[config.mk]
export PLATFORM = sky130hd
export DESIGN_NAME = register_read_stage
export DESIGN_NICKNAME = d
export VERILOG_FILES = /design/src/rtl/register_read_stage.sv
export SDC_FILE = /design/constraint.sdc
export NUM_CORES = 1
export LEC_CHECK = 0
export BUFFER_PORTS_ARGS = -buffer_cell sky130_fd_sc_hd__buf_2
export CORE_ASPECT_RATIO = 1.75
export CORE_UTILIZATION = 40
export CTS_CLUSTER_DIAMETER = 40
export DETAILED_ROUTE_END_ITERATION = 8
export MAX_ROUTING_LAYER = met4
export PLACE_DENSITY = 0.61
export SLEW_MARGIN = 10
export SYNTH_ARGS = -nofsm -noshare
export SYNTH_HDL_FRONTEND = slang
export SYNTH_SLANG_ARGS = --single-unit
[constraint.sdc]
create_clock -name i_clk -period 25.7 [get_ports i_clk]
set_input_delay 2.57 -clock i_clk [delete_from_list [all_inputs] [get_ports i_clk]]
set_output_delay 2.57 -clock i_clk [all_outputs]
set_load 0.005 [all_outputs]
[src/rtl/register_read_stage.sv]
// Register-read stage: owns the architectural register file, resolves the rs/rt
// operands with forwarding from execute and writeback, and presents a registered
// instruction bundle to execute under execute's stall/flush control.
module register_read_stage #(
  parameter int unsigned NUM_REGS = 16,
  parameter bit          R0_ZERO  = 1'b1
) (
  input  logic        i_clk,
  input  logic        i_reset,
  // Decode bundle
  input  logic        dec_valid,
  input  logic [31:0] dec_pc,
  input  logic [5:0]  dec_op,
  input  logic [7:0]  dec_altop,
  input  logic [3:0]  dec_rd,
  input  logic [3:0]  dec_rs,
  input  logic [3:0]  dec_rt,
  input  logic [31:0] dec_imm32,
  // Execute control and forwarding
  input  logic        exec_stall,
  input  logic        exec_flush,
  input  logic [3:0]  exec_of_reg,
  input  logic [31:0] exec_of_val,
  input  logic [3:0]  exec_rd,
  input  logic [31:0] exec_rd_val,
  // Bundle to execute
  output logic        rr_stall,
  output logic [31:0] rr_pc,
  output logic [5:0]  rr_op,
  output logic [7:0]  rr_altop,
  output logic [3:0]  rr_rd,
  output logic [31:0] rr_rs_val,
  output logic [31:0] rr_rt_val,
  output logic [31:0] rr_imm32
);

  // Storage for the full 4-bit index space; entries at or above NUM_REGS are
  // never written and read back as zero.
  localparam int unsigned IdxSpace = 16;

  logic [31:0] regs_q [IdxSpace];

  logic [31:0] rf_rs_val;
  logic [31:0] rf_rt_val;
  logic [31:0] rs_val_res;
  logic [31:0] rt_val_res;
  logic        wb_en;

  logic [31:0] pc_q,     pc_d;
  logic [5:0]  op_q,     op_d;
  logic [7:0]  altop_q,  altop_d;
  logic [3:0]  rd_q,     rd_d;
  logic [31:0] rs_val_q, rs_val_d;
  logic [31:0] rt_val_q, rt_val_d;
  logic [31:0] imm32_q,  imm32_d;

  // Operand resolution, highest priority first: hard-wired zero, in-flight
  // execute result, same-cycle writeback, then the register file.
  function automatic logic [31:0] resolve(
    input logic [3:0]  src,
    input logic [31:0] rf_val,
    input logic [3:0]  of_reg,
    input logic [31:0] of_val,
    input logic [3:0]  wb_reg,
    input logic [31:0] wb_val
  );
    logic [31:0] res;
    if (R0_ZERO && (src == 4'd0)) begin
      res = 32'd0;
    end else if ((src == of_reg) && (of_reg != 4'd0)) begin
      res = of_val;
    end else if ((src == wb_reg) && (wb_reg != 4'd0)) begin
      res = wb_val;
    end else begin
      res = rf_val;
    end
    return res;
  endfunction

  // Writeback is accepted regardless of stall since it comes from execute's
  // already-registered destination; a zero destination means no write.
  assign wb_en = (exec_rd != 4'd0) && (int'(exec_rd) < int'(NUM_REGS));

  // Raw register file reads for both sources.
  always_comb begin
    rf_rs_val = 32'd0;
    rf_rt_val = 32'd0;
    if (int'(dec_rs) < int'(NUM_REGS)) rf_rs_val = regs_q[dec_rs];
    if (int'(dec_rt) < int'(NUM_REGS)) rf_rt_val = regs_q[dec_rt];
  end

  // Forwarded operands, recomputed every cycle even while stalled.
  always_comb begin
    rs_val_res = resolve(dec_rs, rf_rs_val, exec_of_reg, exec_of_val, exec_rd, exec_rd_val);
    rt_val_res = resolve(dec_rt, rf_rt_val, exec_of_reg, exec_of_val, exec_rd, exec_rd_val);
  end

  // Register file state; reset clears every entry and drops any pending write.
  always_ff @(posedge i_clk or posedge i_reset) begin
    if (i_reset) begin
      for (int i = 0; i < int'(IdxSpace); i++) begin
        regs_q[i] <= 32'd0;
      end
    end else if (wb_en) begin
      regs_q[exec_rd] <= exec_rd_val;
    end
  end

  // Next bundle: stall holds (and beats flush), flush or invalid decode loads
  // a bubble, otherwise the decode bundle with resolved operands.
  always_comb begin
    pc_d     = pc_q;
    op_d     = op_q;
    altop_d  = altop_q;
    rd_d     = rd_q;
    rs_val_d = rs_val_q;
    rt_val_d = rt_val_q;
    imm32_d  = imm32_q;
    if (!exec_stall) begin
      if (exec_flush || !dec_valid) begin
        pc_d     = 32'd0;
        op_d     = 6'd0;
        altop_d  = 8'd0;
        rd_d     = 4'd0;
        rs_val_d = 32'd0;
        rt_val_d = 32'd0;
        imm32_d  = 32'd0;
      end else begin
        pc_d     = dec_pc;
        op_d     = dec_op;
        altop_d  = dec_altop;
        rd_d     = dec_rd;
        rs_val_d = rs_val_res;
        rt_val_d = rt_val_res;
        imm32_d  = dec_imm32;
      end
    end
  end

  // Pipeline register to execute; reset forces an immediate bubble.
  always_ff @(posedge i_clk or posedge i_reset) begin
    if (i_reset) begin
      pc_q     <= 32'd0;
      op_q     <= 6'd0;
      altop_q  <= 8'd0;
      rd_q     <= 4'd0;
      rs_val_q <= 32'd0;
      rt_val_q <= 32'd0;
      imm32_q  <= 32'd0;
    end else begin
      pc_q     <= pc_d;
      op_q     <= op_d;
      altop_q  <= altop_d;
      rd_q     <= rd_d;
      rs_val_q <= rs_val_d;
      rt_val_q <= rt_val_d;
      imm32_q  <= imm32_d;
    end
  end

  // A flush never stalls decode; only execute's stall propagates upstream.
  assign rr_stall  = exec_stall;
  assign rr_pc     = pc_q;
  assign rr_op     = op_q;
  assign rr_altop  = altop_q;
  assign rr_rd     = rd_q;
  assign rr_rs_val = rs_val_q;
  assign rr_rt_val = rt_val_q;
  assign rr_imm32  = imm32_q;

endmodule
# Word-level counts from Yosys, hierarchy flattened

Cells that the tools add are included.

Bits in latches: 0
Register bits after elaboration: 658
Logic and storage cells: 67
Memory bits (read-only): 0
Memories kept: 0
Input port bits: 167
Bits in writable memories: 0

Multipliers: 0
Reduce and logical (&&, ||, !) cells: 11
Eq/ne operators: 4
Shift-type cells: 0
Add/sub/neg operators: 0
Divide/modulo/power cells: 0
$lt $le $gt $ge: 4
Mux-type cells: 22
Bitwise gates (word level): 3

Operators by type and width:

| cell               | number |
|---|---|
| $bwmux 512         | 1 |
| $mux 32            | 15 |
| $bmux 32 s4        | 2 |
| $demux 32 s4       | 1 |
| $eq 4x4->1         | 4 |
| $ge 5x5->1 const B | 3 |
| $not 4->5          | 3 |
| $logic_not 4->1    | 2 |
| $mux 8             | 1 |
| $reduce_bool 4->1  | 2 |
| $mux 6             | 1 |
| $logic_and 1x1->1  | 5 |
| $lt 5x1->1 const B | 1 |
| $mux 4             | 1 |
| $logic_not 1->1    | 1 |
| $logic_or 1x1->1   | 1 |

# Logic depth before layout (Yosys ltp)

Depth after elaboration: 8
Gate-level depth with buffers: 8

# Least setup slack after synthesis

Ideal clock, no wire load.

Path type: input port to output port
From: input exec_stall
To: output rr_stall
Required time: 23130 ps
Stages on the path: 1
Slack: 20449 ps
Path buffers: 1
Arrival time: 2681 ps
Cells stage by stage: buf_4

RTL lines:

| item        | line | RTL |
|---|---|---|
| from (decl) | 20   | `input logic exec_stall,` |
| to (decl)   | 27   | `output logic rr_stall,` |

No word-level cell between the ends.

# Worst setup path after layout

From: input exec_stall
To: output rr_stall

No word-level cell between the ends.

==> results.py <==
metrics = {
    "routing": {
        "first_pass_iters": 5,
        "wire_per_inst_um": 28.9,
        "viasPerCell": 6.25,
        "first_iter_violations": 1736,
        "drtAntennaViolNets": 0,
        "vias": 22000,
        "finalWirelength_um": 102000,
        "drc": 0,
    },
    "sta": {
        "slew_viol_final": 0,
        "rsz0062_at_grt": "false",
        "fin_worst_skew_ns": 0.0168,
        "slew_headroom_pct": 16.2,
        "hold_violations": 0,
        "fin_crit_ns": 6.20,
        "fmax_mhz": 161,
        "timing.hold.ws_ns": 0.485,
        "setup_viol": 0,
        "fin_tns_setup_ns": 0,
        "fin_crit_sh_pct": 24.1,
        "worstMarginPinSlew_ns": 1.25,
    },
    "cts": {
        "cts_root_buffer": "clkbuf_16",
        "clkLatencyLatePin_ns": 0.62,
        "cts-resized-gates": 0,
        "cts_buffers": 58,
        "cts_max_level": 2,
        "cts_tree": "built",
        "cts_setup_buffers": 0,
        "cts.sink_count": 626,
        "path_clk_slew_ns": 0.06,
        "cts_max_path_buffers": 3,
        "cts.hold.buffers_added": 0,
    },
    "power_and_ir_drop": {
        "p_leak_nw": 15.0,
        "max-vdd-ir-drop_mv": 0.0483,
        "power_density_nw_per_um2": 77.2,
        "finalPower_mw": 2.75,
    },
    "synth": {
        "synth-edff-count": 0,
        "synthArstFlopShare_pct": 100,
        "yosys_warnings": 0,
        "synth_simple_gate_area_share_pct": 4.21,
        "synth_xor_xnor_area_share_pct": 0.445,
        "yosys.area_share.adder_pct": 0,
        "synthMuxAreaShare_pct": 33.2,
        "synth_top_family_by_area": "multiplexers",
        "synth_cells": 2255,
        "synth-compound-area-share_pct": 8.69,
        "synth_fp_nets": 2422,
        "post_synth.cell_area_avg_sq_um": 14.0,
        "synth_seq_cells": 626,
        "synth_seq_area_share_pct": 49.7,
        "yosysUniqueCellTypes": 44,
        "syn-cell-area_sq_um": 31500,
        "synthFlopType": "dfrtp_1",
    },
    "floorplanning": {
        "rows": 135,
        "die_area_sq_um": 80000,
        "ioPinCount": 314,
        "die_h_um": 373,
        "initial_core_util_pct": 40.6,
        "die_x_um": 214,
        "core_area_sq_um": 77700,
    },
    "final_layout": {
        "drive_gt1_share_pct": 49.1,
        "syn2layout_area_growth_pct": 13.0,
        "fin_util_pct": 45.8,
        "instances_no_fill": 3520,
        "nets": 2613,
    },
    "global_route": {
        "overflow": 0,
        "antenna_found_initial": 10,
        "grt_usage_pct": 26.2,
        "grt_max_degree": 164,
        "grt_pass1_vias": 23600,
        "grt_pass1_wl_um": 153000,
    },
    "placed_design": {
        "hpwl_um": 62400,
        "place_inst": 3413,
        "place.gp.congestion": 0.861,
        "port_buffers": 313,
    },
    "critical_path": {
        "critPathMaxStageDelay_ns": 0.79,
        "cpLargestDelayFamily": "buffers and inverters",
        "path_buf_inv": 2,
        "critical_path.max_fanout": 100,
        "crit_slowest_cell": "buf_4",
        "path_class": "input port to output port",
        "crit_chain": "buf_4, buf_2",
        "critPathRequiredTime_ns": 23.13,
        "start_kind": "input port",
        "worstPathArrival_ns": 3.63,
        "crit_path_end_kind": "output port",
    },
    "run": {
        "cap_violations": 0,
    },
    "run_status": {
        "status": "finished clean",
    },
    "hold_path": {
        "hold_class": "flop to flop",
    },
}
-- layout by cell type (no fill, tap or decap), drive strengths merged, types with 4 or more instances in the layout --
| master | n |
|---|---|
| mux4 | 192 |
| clkinv | 9 |
| a22o | 82 |
| nor2 | 131 |
| nand4b | 4 |
| mux2 | 545 |
| nand2 | 67 |
| inv | 5 |
| o221ai | 63 |
| dfrtp | 626 |
| clkbuf | 83 |
| o21ai | 63 |
| nand2b | 8 |
| nand3 | 4 |
| diode | 8 |
| nor3 | 70 |
| o22ai | 62 |
| xor2 | 8 |
| xnor2 | 8 |
| buf | 360 |
| a221oi | 64 |
-- cells in the mapped netlist, types with 2 or more instances --
library cell / number / share of area [%]
dfrtp_1: 626 / 50
mux2_2: 540 / 19
mux4_2: 192 / 14
nor2_1: 131 / 1.6
buf_2: 108 / 1.7
clkbuf_1: 93 / 1.1
a22o_1: 82 / 2.3
nand2_1: 67 / 0.80
nor3_1: 65 / 1.0
a221oi_1: 64 / 1.8
o21ai_1: 62 / 0.98
o22ai_1: 62 / 1.2
o221ai_1: 53 / 1.5
buf_6: 20 / 0.71
o221ai_2: 10 / 0.48
buf_4: 9 / 0.21
nand2b_1: 8 / 0.16
xnor2_1: 8 / 0.22
xor2_1: 8 / 0.22
mux2_1: 5 / 0.18
nor3_2: 5 / 0.16
nand3_1: 4 / 0.064
nand4b_1: 4 / 0.11
nor2b_1: 3 / 0.060
o31a_1: 3 / 0.083
a21oi_1: 2 / 0.032
and3_1: 2 / 0.040
o2bb2ai_1: 2 / 0.056
or2_1: 2 / 0.040
-- worst min-delay path, stage by stage, from the launching register on --
cell     delay [ns]
dfrtp_1        0.33
nand2_1        0.05
o21ai_1        0.06
-- worst paths after layout --
check	from	to	slack (ns)	cells after the start
max	exec_stall	rr_stall	19.50	2
min	rr_rs_val[1]$_DFFE_PP0N_	rr_rs_val[1]$_DFFE_PP0N_	0.48	2
max reg2reg	regs_q[315]$_DFFE_PP0P_	rr_rs_val[27]$_DFFE_PP0N_	24.03	5
min reg2reg	rr_rs_val[1]$_DFFE_PP0N_	rr_rs_val[1]$_DFFE_PP0N_	0.48	2
max in group asynchronous	i_reset	regs_q[154]$_DFFE_PP0P_	20.87	4
min in group asynchronous	i_reset	regs_q[229]$_DFFE_PP0P_	2.17	2
-- routing by layer --
metal | up-vias | wire length (um) | track usage (%)
li1 | 9050 | - | -
met5 | - | 0 | -
met1 | 11700 | 37600 | 30.2
met2 | 965 | 51600 | 43.3
met3 | 283 | 6770 | 4.63
met4 | 0 | 5720 | 14.0
-- final cells by class --
cell class	count	area [sq um]
fillers	7001	42100
flip-flops and latches	626	15700
multi-input cells	1398	14800
repair buffers	361	1970
clock buffers	82	1670
well taps	1027	1280
clock inverters	17	201
diodes	8	20.0
inverters	1	11.3
-- kinds of logic after synthesis --
| logic type | Yosys count |
|---|---|
| multiplexers | 737 |
| AO/OA/AOI/OAI | 347 |
| flip-flops | 626 |
| XOR/XNOR | 16 |
| AND/OR/NAND/NOR | 298 |
| buffers and inverters | 231 |
-- registers in the layout, indices dropped and copies added, names as in the netlist --
register,count
rr_op,6
rr_rs_val,32
rr_pc,32
rr_rt_val,32
rr_imm32,32
regs_q,480
rr_rd,4
rr_altop,8
-- report_power, final --
part           switching (mW)  total [mW]  internal (mW)
registers               0.136        1.31           1.17
clock network           0.386       0.870          0.483
logic                   0.245       0.573          0.328
total                   0.768        2.75           1.98
-- stage by stage --
stage / setup slack, ns / area (sq um)
floorplan: 5.60 / 31500
CTS: 19.49 / 35600
global route: 19.42 / 35600
finish: 19.50 / 35600
global placement: 19.54 / 33700
detailed placement: 19.49 / 33700
Power figures use the tool's default switching activity.
